===== src/rtl/sd_spi_pkg.sv =====
// Shared state codes, frame phases and SD framing constants for the SD command
// sequencer and its SPI byte handshake.
package sd_spi_pkg;

    localparam logic [2:0] ST_IDLE      = 3'd0;
    localparam logic [2:0] ST_CONF      = 3'd1;
    localparam logic [2:0] ST_TX_STROBE = 3'd2;
    localparam logic [2:0] ST_TX_ACK    = 3'd3;
    localparam logic [2:0] ST_TX_WAIT   = 3'd4;
    localparam logic [2:0] ST_NEXT      = 3'd5;
    localparam logic [2:0] ST_DONE      = 3'd6;

    typedef enum logic [1:0] {
        PH_FRAME,
        PH_POLL,
        PH_RESP,
        PH_TRAIL
    } phase_t;

    localparam logic [7:0] SD_DUMMY_BYTE = 8'hFF;
    localparam int         SD_FRAME_LEN  = 6;
    localparam logic [1:0] SD_START_BITS = 2'b01;

endpackage


===== src/rtl/sd_spi_byte_if.sv =====
// One-byte handshake with the SPI master: strobe, wait for busy to rise, then
// wait for it to fall and capture the received byte. Also issues config writes.
module sd_spi_byte_if
    import sd_spi_pkg::*;
(
    input  logic       clk,
    input  logic       rst_n,
    input  logic       req,
    input  logic       conf,
    input  logic [7:0] byte_in,
    output logic       ack,
    output logic [7:0] byte_out,
    output logic       spi_w_data,
    output logic       spi_w_conf,
    output logic [7:0] spi_data_in,
    input  logic       spi_busy,
    input  logic [7:0] spi_data_out
);

    logic [2:0] state;

    // ack fires in the single cycle where the master has finished the byte
    assign ack = (state == ST_TX_WAIT) && !spi_busy;

    always_ff @(posedge clk) begin
        if (!rst_n) begin
            state       <= ST_IDLE;
            spi_w_data  <= 1'b0;
            spi_w_conf  <= 1'b0;
            spi_data_in <= SD_DUMMY_BYTE;
        end else begin
            spi_w_data <= 1'b0;
            spi_w_conf <= 1'b0;
            case (state)
                ST_IDLE: begin
                    if (req) begin
                        spi_data_in <= byte_in;
                        spi_w_data  <= 1'b1;
                        state       <= ST_TX_STROBE;
                    end else if (conf) begin
                        spi_data_in <= byte_in;
                        spi_w_conf  <= 1'b1;
                    end
                end
                ST_TX_STROBE: state <= ST_TX_ACK;
                ST_TX_ACK:    if (spi_busy) state <= ST_TX_WAIT;
                ST_TX_WAIT:   if (!spi_busy) state <= ST_IDLE;
                default:      state <= ST_IDLE;
            endcase
        end
    end

    always_ff @(posedge clk) begin
        if (ack) byte_out <= spi_data_out;
    end

endmodule


===== src/rtl/sd_cmd_ctrl.sv =====
// SD command sequencer: sends a 6-byte command frame, polls for R1, collects
// optional trailing response bytes and sends one release byte before finishing.
module sd_cmd_ctrl
    import sd_spi_pkg::*;
#(
    parameter int NCR_MAX  = 8,
    parameter int RESP_MAX = 4
) (
    input  logic                  clk,
    input  logic                  rst_n,
    input  logic                  start,
    input  logic [5:0]            cmd_idx,
    input  logic [31:0]           cmd_arg,
    input  logic [6:0]            cmd_crc,
    input  logic [2:0]            resp_len,
    input  logic                  div_we,
    input  logic [7:0]            div,
    output logic                  ready,
    output logic                  done,
    output logic                  timeout,
    output logic [7:0]            r1,
    output logic [8*RESP_MAX-1:0] resp_data,
    output logic [7:0]            spi_data_in,
    output logic                  spi_w_data,
    output logic                  spi_w_conf,
    output logic                  spi_ss,
    input  logic                  spi_busy,
    input  logic [7:0]            spi_data_out
);

    localparam int         RW         = 8 * RESP_MAX;
    localparam logic [7:0] POLL_LAST  = 8'(NCR_MAX - 1);
    localparam logic [2:0] RESP_CAP   = 3'(RESP_MAX);
    localparam logic [2:0] FRAME_LAST = 3'(SD_FRAME_LEN - 1);

    logic [2:0]  state;
    phase_t      phase;
    logic [2:0]  byte_cnt;
    logic [7:0]  poll_cnt;
    logic [2:0]  resp_cnt;
    logic [2:0]  resp_len_q;
    logic [39:0] frame_q;

    logic        tx_req;
    logic        tx_conf;
    logic        tx_ack;
    logic [7:0]  tx_byte;
    logic [7:0]  rx_byte;
    logic        accept_div;
    logic        accept_start;

    assign accept_div   = (state == ST_IDLE) && div_we;
    assign accept_start = (state == ST_IDLE) && start && !div_we;

    // The first frame byte comes straight from the inputs so it strobes on the accept edge
    always_comb begin
        tx_req  = 1'b0;
        tx_conf = accept_div;
        tx_byte = SD_DUMMY_BYTE;
        if (accept_div) begin
            tx_byte = div;
        end else if (accept_start) begin
            tx_req  = 1'b1;
            tx_byte = {SD_START_BITS, cmd_idx};
        end else if (state == ST_NEXT && phase != PH_TRAIL) begin
            tx_req = 1'b1;
            if (phase == PH_FRAME && byte_cnt != FRAME_LAST) tx_byte = frame_q[39:32];
        end
    end

    always_ff @(posedge clk) begin
        if (!rst_n) begin
            state     <= ST_IDLE;
            phase     <= PH_FRAME;
            ready     <= 1'b1;
            done      <= 1'b0;
            timeout   <= 1'b0;
            r1        <= SD_DUMMY_BYTE;
            resp_data <= '0;
            spi_ss    <= 1'b1;
            byte_cnt  <= 3'd0;
            poll_cnt  <= 8'd0;
            resp_cnt  <= 3'd0;
        end else begin
            done <= 1'b0;
            case (state)
                ST_IDLE: begin
                    if (accept_div) begin
                        state <= ST_CONF;
                        ready <= 1'b0;
                    end else if (accept_start) begin
                        state     <= ST_TX_WAIT;
                        ready     <= 1'b0;
                        spi_ss    <= 1'b0;
                        timeout   <= 1'b0;
                        resp_data <= '0;
                        phase     <= PH_FRAME;
                        byte_cnt  <= 3'd0;
                        poll_cnt  <= 8'd0;
                        resp_cnt  <= 3'd0;
                    end
                end
                ST_CONF: begin
                    state <= ST_IDLE;
                    ready <= 1'b1;
                end
                ST_TX_WAIT: if (tx_ack) state <= ST_NEXT;
                ST_NEXT: begin
                    state <= (phase == PH_TRAIL) ? ST_DONE : ST_TX_WAIT;
                    case (phase)
                        PH_FRAME: begin
                            if (byte_cnt == FRAME_LAST) phase <= PH_POLL;
                            else                        byte_cnt <= byte_cnt + 3'd1;
                        end
                        PH_POLL: begin
                            if (!rx_byte[7]) begin
                                r1    <= rx_byte;
                                phase <= (resp_len_q != 3'd0) ? PH_RESP : PH_TRAIL;
                            end else if (poll_cnt == POLL_LAST) begin
                                r1      <= SD_DUMMY_BYTE;
                                timeout <= 1'b1;
                                phase   <= PH_TRAIL;
                            end else begin
                                poll_cnt <= poll_cnt + 8'd1;
                            end
                        end
                        PH_RESP: begin
                            resp_data <= {resp_data[RW-9:0], rx_byte};
                            if (resp_cnt == resp_len_q - 3'd1) phase <= PH_TRAIL;
                            else                               resp_cnt <= resp_cnt + 3'd1;
                        end
                        default: begin
                            done   <= 1'b1;
                            spi_ss <= 1'b1;
                        end
                    endcase
                end
                ST_DONE: begin
                    state <= ST_IDLE;
                    ready <= 1'b1;
                end
                default: state <= ST_IDLE;
            endcase
        end
    end

    // Remaining frame bytes shift out MSB byte first; first byte was sent from the inputs
    always_ff @(posedge clk) begin
        if (accept_start) begin
            frame_q    <= {cmd_arg, cmd_crc, 1'b1};
            resp_len_q <= (resp_len > RESP_CAP) ? RESP_CAP : resp_len;
        end else if (state == ST_NEXT && phase == PH_FRAME) begin
            frame_q <= {frame_q[31:0], 8'h00};
        end
    end

    sd_spi_byte_if u_byte_if (
        .clk          (clk),
        .rst_n        (rst_n),
        .req          (tx_req),
        .conf         (tx_conf),
        .byte_in      (tx_byte),
        .ack          (tx_ack),
        .byte_out     (rx_byte),
        .spi_w_data   (spi_w_data),
        .spi_w_conf   (spi_w_conf),
        .spi_data_in  (spi_data_in),
        .spi_busy     (spi_busy),
        .spi_data_out (spi_data_out)
    );

endmodule


===== config.mk =====
export PLATFORM = sky130hd
export DESIGN_NAME = sd_cmd_ctrl
export DESIGN_NICKNAME = d
export VERILOG_FILES = /design/src/rtl/sd_spi_pkg.sv /design/src/rtl/sd_spi_byte_if.sv /design/src/rtl/sd_cmd_ctrl.sv
export SDC_FILE = /design/constraint.sdc
export NUM_CORES = 1
export LEC_CHECK = 0
export CAP_MARGIN = 5
export CORE_ASPECT_RATIO = 1.2
export CORE_MARGIN = 5
export CORE_UTILIZATION = 54
export DETAILED_ROUTE_END_ITERATION = 6
export PLACE_DENSITY = 0.85
export SLEW_MARGIN = 20
export SYNTH_ARGS = -nofsm -noshare
export SYNTH_HDL_FRONTEND = slang
export SYNTH_HIERARCHICAL = 1
export SYNTH_SLANG_ARGS = --single-unit

===== constraint.sdc =====
create_clock -name clk -period 6.5 [get_ports clk]
set_input_delay 0.65 -clock clk [delete_from_list [all_inputs] [get_ports clk]]
set_output_delay 0.65 -clock clk [all_outputs]
set_load 0.01 [all_outputs]

==> Word-level counts from Yosys, hierarchy flattened <==
Index checks and enable logic that the tools add are counted.
{ "word_totals": {"wordCells": 158, "register_bits": 127, "out_inout_bits": 54} }
{ "classes": {"n_reduce_logical": 34, "add_sub_neg": 4, "magnitude_cmp": 1, "mux": 62, "bitwise_logic": 2, "n_eq_ne": 36} }
{ "op_table": {"columns": ["op", "n"], "rows": [
  ["two-way mux 8 bit", 13],
  ["two-way mux 32 bit", 3],
  ["two-way mux 40 bit", 2],
  ["one-hot mux 32 bit (2 select lines)", 1],
  ["two-way mux 3 bit", 12],
  ["!= test 2 bit, second input constant", 12],
  ["one-hot mux 8 bit (2 select lines)", 1],
  ["equality test 3 bit, second input constant", 5],
  ["two-way mux 1 bit", 14],
  ["two-way mux 2 bit", 7],
  ["!= test 3 bit, second input constant", 4],
  ["one-hot mux 3 bit (2 select lines)", 2],
  ["one-hot mux 3 bit (4 select lines)", 1],
  ["AND reduction 6 bit", 2],
  ["!= test 2 x 1 -> 1 bit, second input constant", 5],
  ["AND reduction 2 bit", 5],
  ["AND reduction 5 bit", 2],
  ["one-hot mux 3 bit (3 select lines)", 1],
  ["adder 8 x 1 -> 8 bit, second input constant", 1],
  ["equality test 8 x 3 -> 1 bit, second input constant", 1],
  ["AND reduction 4 bit", 2],
  ["nonzero test 2 bit", 4],
  ["logical AND 1 bit", 7],
  ["AND reduction 7 bit", 1],
  ["other kinds (21)", 31]
]} }

==> Longest topological paths before layout <==
Gate-level depths: netlist of the first run.
{ "logic_depth": {"ltp_word": 8, "depth_mapped": 9} }

==> Cells and area by module <==
Netlist of the first run, hierarchy kept.
{ "by_module_without_submodules": {"columns": ["mod", "cells_each", "area_each_um2", "n_inst"], "rows": [
  ["sd_cmd_ctrl", 431, 4639.4, 1],
  ["sd_spi_byte_if", 64, 749.5, 1]
]} }

==> Worst setup path after synthesis of the first run <==
OpenSTA, ideal clock, no wires.
{ "synth_timing": {"path_kind": "register to register", "startpoint": "register state[2] (netlist name)", "endpoint": "register frame_q[10] (enable)", "stages_incl_launch_ff": 7, "setup_time_ns": 0.379, "t_arrival_ns": 1.891, "setup_slack_ns": 4.230, "synth_period_minus_slack_ns": 2.270, "cell_sequence": "dfxtp_1 > buf_2 > or3_4 > or2_2 > clkbuf_1 > inv_2 > or2_2"} }
{ "synth_lines": {"columns": ["element", "line", "source"], "rows": [
  ["to (signal assigned)", "sd_cmd_ctrl.sv:150", "frame_q <= {cmd_arg, cmd_crc, 1'b1};"],
  ["to (signal assigned)", "sd_cmd_ctrl.sv:153", "frame_q <= {frame_q[31:0], 8'h00};"],
  ["to (decl)", "sd_cmd_ctrl.sv:42", "logic [39:0] frame_q;"]
]} }

==> Worst setup path after layout of the first run <==
{ "layout_timing": {"startpoint": "input div_we", "endpoint": "register frame_q[20] (enable)"} }
{ "layout_between": {"elab_chain_len": 3} }
{ "layout_lines": {"columns": ["element", "line", "source"], "rows": [
  ["from (decl)", "sd_cmd_ctrl.sv:16", "input logic div_we,"],
  ["zero test 1 bit", "sd_cmd_ctrl.sv:53", "assign accept_start = (state == ST_IDLE) && start && !div_we;"],
  ["logical AND 1 bit", "sd_cmd_ctrl.sv:53", null],
  ["nonzero test 2 bit (no source line)", null, null]
]} }
Every way passes these cells.
A chain may end at the register's enable or synchronous reset.

==> results by group, run 1 <==
Synthesis
  • Synth Register Bits: 127
  • Seq/Total Area, Yosys: ~56%
  • Synth Instances: approximately 500
  • Synth Area in Compound Gates: between 10% and 20%
  • Mean post-synth cell area: ~11 µm²
  • Top-area cell type share of the netlist area: between 20% and 30%
  • Biggest area consumer among synthesized cells: dfxtp_1
  • Yosys warnings: 6
  • Distinct cells, synth: 53
  • Ys flop type: dfxtp_1
  • Number of synthesized flops with an enable pin: 50
  • Xor-xnor portion of the synthesized cell area: under 10%
  • Top cells by area, synth: dfxtp_1 (29%), edfxtp_1 (28%), a22o_1 (5.2%)
  • Syn Nets: approximately 570
  • Post-synthesis mux area share: ~2%
  • Adder-cell area share of the yosys netlist: roughly 2.3%
  • Asr flop ratio synth: 0%
  • Largest family of logic cells by synthesized area: compound AO/OA/AOI/OAI gates
  • Cell area after synthesis: 5390 µm²
  • Simple-gate share of the synthesized area: between 10% and 20%

Clock tree
  • CTS tree: built
  • CTS Buf Count: 17
  • Number of hold buffers added after cts: 0
  • Max H-tree Level: 4
  • Clk sinks: 127
  • Post CTS Setup Buffer Count: 0
  • Latest clock arrival within the worst-skew pair: slightly above 0.4 ns
  • Post-CTS resize count: 0
  • Clk pin slew, worst setup/hold paths: approximately 0.050 ns
  • Clk buf depth: 2
  • Clock root cell: clkbuf_16

Worst setup path
  • Slowest CP cell: or2_2
  • Buffers & Inverters on Critical Path: 2
  • Reg-to-Reg End: frame_q[20]$_DFFE_PP_
  • Crit end category: flip-flop
  • CP max stage delay: slightly above 0.8 ns
  • Critical path's top delay family: simple AND/OR/NAND/NOR gates
  • Worst path required time: ~6.5 ns
  • CP Cell Sequence: clkdlybuf4s50_1, nand2b_1, or2_2, inv_2, or2_2
  • CP arrival: about 3.1 ns
  • WS Path Type: in2reg
  • Max FO, Critical Path: 44
  • Cell mode on critical path: or2_2
  • FF-to-FF setup slack: 3.42 ns
  • Worst reg2reg path depth: 4
  • Startpoint types: input port
  • RR Startpoint: state[2]$_SDFFE_PN0P_

Floorplanning
  • Initial Util: 54.4%
  • Core ar.: slightly below 10000 µm²
  • Die width: 101 µm
  • Placement row count: 40
  • Die ar.: roughly 12000 µm²
  • Vert. Die Dim: roughly 120 µm
  • Ports: 123

Placement
  • Placer's final routability congestion estimate: 0.779
  • DP Area: 6650 µm²
  • Pre-CTS WS: 3.00 ns
  • Post-DP HPWL: a little over 8000 µm
  • Port bufs: roughly 120

Global routing
  • Grt ovf: 0
  • Largest net degree at the start of global routing: 54
  • Global-route wire length before repair: between 15000 and 20000 µm
  • Vias in the first global route: between 4000 and 5000
  • GRT Total Usage: between 20% and 30%
  • Initial antenna violation count: 0

Min path
  • Min-delay src: resp_data[25]$_SDFFE_PN0P_
  • Worst hold path class: reg2reg
  • WHS Endpoint: resp_data[25]$_SDFFE_PN0P_
  • Hold depth: 2

Routing
  • DRT antenna net count: 0
  • Wire per inst: 17.0 µm
  • Starting DRT DRC Count: between 200 and 300
  • Via count: ~4200
  • DR DRC count: 0
  • Post-DR vias/cell: around 5.6
  • Post-Route WL: 12700 µm
  • First-pass DRT Iterations: 5

Timing
  • Fin Setup TNS: 0 ns
  • Crit path time final: between 3 and 4 ns
  • Setup violators final: 0
  • Slew Limit Headroom: approximately two fifths
  • Period utilisation layout: 47.9%
  • Final Hold Fails: 0
  • Final Max Tran Viols: 0
  • Least-Margin Pin Slew: 0.887 ns
  • RSZ-0062 raised after global routing: false
  • Max Fclk: approximately 0.32 GHz
  • Layout Skew: 0.00450 ns
  • Worst hold slack: between 0.4 and 0.5 ns
  • Final WS setup: approximately 3.4 ns

Power
  • Leakage: 2.69 nW
  • PD cells: around 270 nW/µm²
  • Max VDD drop: roughly 0.00022 V

Outcome
  • Status: finished clean

Cells and area
  • Layout area overhead: 34.9%
  • Final-stage net count: about 700
  • Commonest non-fill, non-tap cell in the layout: clkdlybuf4s50_1
  • Antenna cells: 0
  • Final core occ: 73.3%
  • Share of cells above drive strength 1: under 10%
  • Design area: around 7300 µm²
  • Most frequent cells in the layout: clkdlybuf4s50_1 (122), dfxtp_1 (77), nand2_1 (52)

Job
  • Max-Cap Viols: 0
==> cell usage after synthesis, drive strengths merged, types with 3 or more instances <==
cell	number
o22ai	7
nand3b	3
nor3	3
o211ai	10
nor4b	3
mux2i	11
nor2b	6
a31oi	3
nand2	52
buf	16
nor2	19
a21oi	13
and2	10
a22o	32
nand2b	4
o21ai	17
ha	10
clkbuf	17
nand4	4
inv	23
nand3	35
dfxtp	77
a21boi	32
or3	5
edfxtp	50
and3	5
xor2	9
==> tightest hold or removal path: cells and delay by family, from the launching register on <==
family,cells,cell delay [ns]
and+or+nand+nor,1,0.05
AOI/OAI and AO/OA,1,0.05
DFF,1,0.30
==> flip-flops by register name, summed over array words and instances, names as in the netlist, 8 cells and up <==
signal / count
frame_q: 40
poll_cnt: 8
r1: 8
resp_data: 32
u_byte_if/byte_out: 8
u_byte_if/spi_data_in: 8
==> final cells by class <==
cell class / count / area (µm²)
flip-flops and latches: 127 / 3040
inverters: 23 / 86.3
well taps: 126 / 158
clock inverters: 3 / 40.0
multi-input cells: 312 / 2110
clock buffers: 29 / 573
repair buffers: 127 / 1260
fillers: 632 / 2640
==> metal layers <==
metal	up-vias	GRT usage [%]	wire (µm)
met5	-	0	0
met2	132	37.3	6980
met4	0	8.98	274
li1	2009	-	-
met3	26	5.62	654
met1	2008	22.4	4750
==> worst max-delay path by stage <==
stage,startpoint,end,cells past startpoint
after detailed placement,div_we,frame_q[37]$_DFFE_PP_,5
after global routing,div_we,frame_q[38]$_DFFE_PP_,5
after CTS,div_we,frame_q[10]$_DFFE_PP_,5
after global placement,div_we,frame_q[36]$_DFFE_PP_,5
final,div_we,frame_q[20]$_DFFE_PP_,5
after floorplan,state[2]$_SDFFE_PN0P_,frame_q[10]$_DFFE_PP_,6
==> cells by family (layout without fill, tap and decap cells) <==
kind of cell	count (synthesis)	after routing
and+or+nand+nor	157	157
DFF	127	127
AOI/OAI and AO/OA	122	122
buffers and inverters	56	182
xor gates and xnor gates	12	12
muxes	11	11
adders and majority gates	10	10
==> power by group <==
| group | leakage, nW | internal, W | total [W] | switching [W] |
|---|---|---|---|---|
| clock network | 0.304 | 0.000632 | 0.000948 | 0.000316 |
| logic | 1.29 | 0.0000893 | 0.000172 | 0.0000829 |
| registers | 1.10 | 0.000861 | 0.000876 | 0.0000146 |
| total | 2.69 | 0.00158 | 0.00200 | 0.000413 |
==> per-stage QoR <==
step,std cells,power (W)
2_1_floorplan,495,0.000984
3_3_place_gp,715,0.00105
3_5_place_dp,715,0.00106
4_1_cts,747,0.00200
5_1_grt,747,0.00206
6_report,747,0.00200
No activity file was read; power rests on OpenSTA's default activity.
==> inputs of run 2 (changes only) <==
--- a/config.mk
+++ b/config.mk
@@ -8,9 +8,9 @@
 export CAP_MARGIN = 5
 export CORE_ASPECT_RATIO = 1.2
 export CORE_MARGIN = 5
-export CORE_UTILIZATION = 54
+export CORE_UTILIZATION = 45
 export DETAILED_ROUTE_END_ITERATION = 6
-export PLACE_DENSITY = 0.85
+export PLACE_DENSITY = 0.76
 export SLEW_MARGIN = 20
 export SYNTH_ARGS = -nofsm -noshare
 export SYNTH_HDL_FRONTEND = slang
==> constraint.sdc (replaced) <==
create_clock -name clk -period 2.6 [get_ports clk]
set_input_delay 0.26 -clock clk [delete_from_list [all_inputs] [get_ports clk]]
set_output_delay 0.26 -clock clk [all_outputs]
set_load 0.01 [all_outputs]
==> run 2 against run 1 <==
Via count decreased by 1.1%. Wire length decreased by 0.92%. Clock skew increased by 0.0032 ns. Combinational power increased to 2.6 times the previous value. Clock-buffer cell count decreased by 6. Sequential share of layout area decreased by 0.58 points. Core utilization decreased by 10 points. Cell area increased by 1.4%.
==> results by group, run 2 (synthesized netlist as in run 1, its figures left out) <==
Timing
  • Crit path time final: 2.21 ns
  • Least-Margin Pin Slew: 0.768 ns (was 0.887 ns)
  • RSZ-0062 raised after global routing: false (unchanged)
  • Layout Skew: 0.00765 ns (was 0.00450 ns)
  • Slew Limit Headroom: 48.6% (was 40.9%)
  • Final Max Tran Viols: 0 (unchanged)
  • Max Fclk: 0.453 GHz
  • Fin Setup TNS: 0 ns (unchanged)
  • Setup violators final: 0 (unchanged)
  • Period utilisation layout: between 80% and 90%
  • Final Hold Fails: 0 (unchanged)

Cells and area
  • Max reg flops: 40 (unchanged)
  • Commonest non-fill, non-tap cell in the layout: clkdlybuf4s50_1 (unchanged)
  • Final-stage net count: 692 (was 687)
  • Largest Register: frame_q (unchanged)
  • Share of cells above drive strength 1: 9.42% (was 8.21%)
  • Largest regs: frame_q (40), resp_data (32) (unchanged)
  • Layout area overhead: 36.7% (was 34.9%)
  • Design area: 7370 µm² (was 7270 µm²)
  • Most frequent cells in the layout: clkdlybuf4s50_1 (122), dfxtp_1 (77), nand2_1 (52) (unchanged)
  • Antenna cells: 0 (unchanged)

Power
  • Clock share of power: 47.0% (was 47.5%)
  • Comb pwr share: 9.0% (was 8.6%)
  • Switching pwr: 0.00111 W (was 0.000413 W)
  • Leakage: 2.71 nW (was 2.69 nW)
  • Sequential share of power: 44.0% (was 43.9%)
  • Switch share: 22.3% (was 20.7%)
  • Power Internal: 0.00386 W (was 0.00158 W)
  • PD cells: 675 nW/µm² (was 275 nW/µm²)
  • Max VDD drop: 0.000386 V (was 0.000217 V)

Min path
  • Worst hold path class: in2reg (was reg2reg)
  • Min-delay src: spi_data_out[7] (was resp_data[25]$_SDFFE_PN0P_)

Clock tree
  • Clk buf depth: 2 (unchanged)
  • Post CTS Setup Buffer Count: 0 (unchanged)
  • Latest clock arrival within the worst-skew pair: 0.41 ns (about the same)
  • Clk pin slew, worst setup/hold paths: 0.06 ns (was 0.05 ns)
  • Max H-tree Level: 4 (unchanged)
  • Post-CTS resize count: 0 (unchanged)
  • Clock root cell: clkbuf_16 (unchanged)
  • CTS tree: built (unchanged)
  • CTS Buf Count: 17 (unchanged)
  • Number of hold buffers added after cts: 0 (unchanged)
  • Clk sinks: 127 (unchanged)

Global routing
  • Grt ovf: 0 (unchanged)
  • GRT Total Usage: 18.2% (was 20.8%)
  • Initial antenna violation count: 0 (unchanged)
  • Largest net degree at the start of global routing: 44 (was 54)
  • Vias in the first global route: 4282 (was 4112)
  • Global-route wire length before repair: 20200 µm (was 19700 µm)

Routing
  • First-pass DRT Iterations: 4 (was 5)
  • Post-Route WL: 12600 µm (was 12700 µm)
  • Via count: 4127 (was 4175)
  • DRT antenna net count: 0 (unchanged)
  • Wire per inst: 16.0 µm (was 17.0 µm)
  • Starting DRT DRC Count: 178 (was 271)
  • DR DRC count: 0 (unchanged)
  • Post-DR vias/cell: 5.27 (was 5.59)

Placement
  • DP Area: 6760 µm² (was 6650 µm²)
  • Placer's final routability congestion estimate: 0.784 (was 0.779)
  • Port bufs: 122 (unchanged)
  • Post-DP HPWL: 8810 µm (was 8290 µm)

Worst setup path
  • Reg-to-Reg End: u_byte_if/spi_data_in[4]$_SDFFE_PN1P_ (was frame_q[20]$_DFFE_PP_)
  • Startpoint types: flip-flop (was input port)
  • CP endpoint: u_byte_if/spi_data_in[4]$_SDFFE_PN1P_ (was frame_q[20]$_DFFE_PP_)
  • FF-to-FF setup slack: 0.39 ns (was 3.42 ns)
  • Worst path required time: 2.87 ns (was 6.53 ns)
  • Worst setup path start: state[1]$_SDFFE_PN0P_ (was div_we)
  • Worst reg2reg path depth: 6 (was 4)
  • Crit end category: flip-flop (unchanged)
  • Max FO, Critical Path: 13 (was 44)
  • RR Startpoint: state[1]$_SDFFE_PN0P_ (was state[2]$_SDFFE_PN0P_)
  • WS Path Type: reg2reg (was in2reg)
  • CP arrival: 2.48 ns (was 3.14 ns)

Floorplanning
  • Core ar.: 11700 µm² (was 9910 µm²)
  • Die ar.: 14300 µm² (was 12100 µm²)
  • Die width: 110 µm (was 101 µm)
  • Vert. Die Dim: 130 µm (was 119 µm)
  • Ports: 123 (unchanged)
  • Placement row count: 43 (was 40)
  • Initial Util: 46.2% (was 54.4%)

Outcome
  • Status: finished clean (unchanged)

Job
  • Max-Cap Viols: 0 (unchanged)
run 2: cell count changes in the layout (fill, tap and decap cells not counted), sizes merged:
cell / previous run / this run
buf: 5 / 10
clkinv: 2 / 8
bufinv: 1 / 0
clkinvlp: 0 / 1
clkbuf: 29 / 23
run 2: cell type report:
cell class | instances | area (µm²)
Clock inverter | 9 | 70.1
Multi-Input combinational cell | 312 | 2110
Inverter | 23 | 86.3
Timing Repair Buffer | 132 | 1320
Fill cell | 911 | 4310
Tap cell | 157 | 196
Sequential cell | 127 | 3040
Clock buffer | 23 | 543
run 2: layer usage:
metal / wire, µm / track usage, % / part of all wire, % / up-vias
met5: 0 / 0 / 0 / -
met2: 6950 / 33.4 / 55 / 97
met3: 587 / 5.05 / 4.7 / 22
li1: - / - / - / 2021
met4: 240 / 6.82 / 1.9 / 0
met1: 4780 / 19.5 / 38 / 1987
run 2: worst min-delay path by stage:
stage	cells after the start	end	slack [ns]
floorplan	0	u_byte_if/byte_out[0]$_DFFE_PP_	0.36
global placement	2	resp_data[29]$_SDFFE_PN0P_	0.44
detailed placement	2	resp_data[27]$_SDFFE_PN0P_	0.44
CTS	1	u_byte_if/byte_out[0]$_DFFE_PP_	0.40
global route	1	u_byte_if/byte_out[0]$_DFFE_PP_	0.41
finish	1	u_byte_if/byte_out[7]$_DFFE_PP_	0.41
run 2: worst max-delay path: stages, from the launching register on:
cell and delay [ns]:
dfxtp_1 0.43, or3_4 0.41, or2_2 0.44, o21ai_0 0.24, nor2_1 0.24, o21ai_1 0.20
o211ai_1 0.11
run 2: metrics by stage:
stage          hold WS, ns  setup slack [ns]  std cells  util [%]  total power (W)
5_1_grt              0.407             0.216        783      63.1          0.00514
4_1_cts              0.397             0.404        783      63.1          0.00500
6_report             0.411             0.390        783      63.1          0.00497
3_5_place_dp         0.443             0.284        751      57.9          0.00267
2_1_floorplan        0.359             0.330        495         -          0.00246
3_3_place_gp         0.439             0.307        751      57.8          0.00265
run 2: power groups by stage:
stage               clock network, W  logic, W  registers, W
finish                       0.00234  0.000447       0.00219
CTS                          0.00237  0.000449       0.00219
global placement                   0  0.000427       0.00222
global route                 0.00246  0.000487       0.00220
floorplan                          0  0.000232       0.00223
detailed placement                 0  0.000446       0.00223
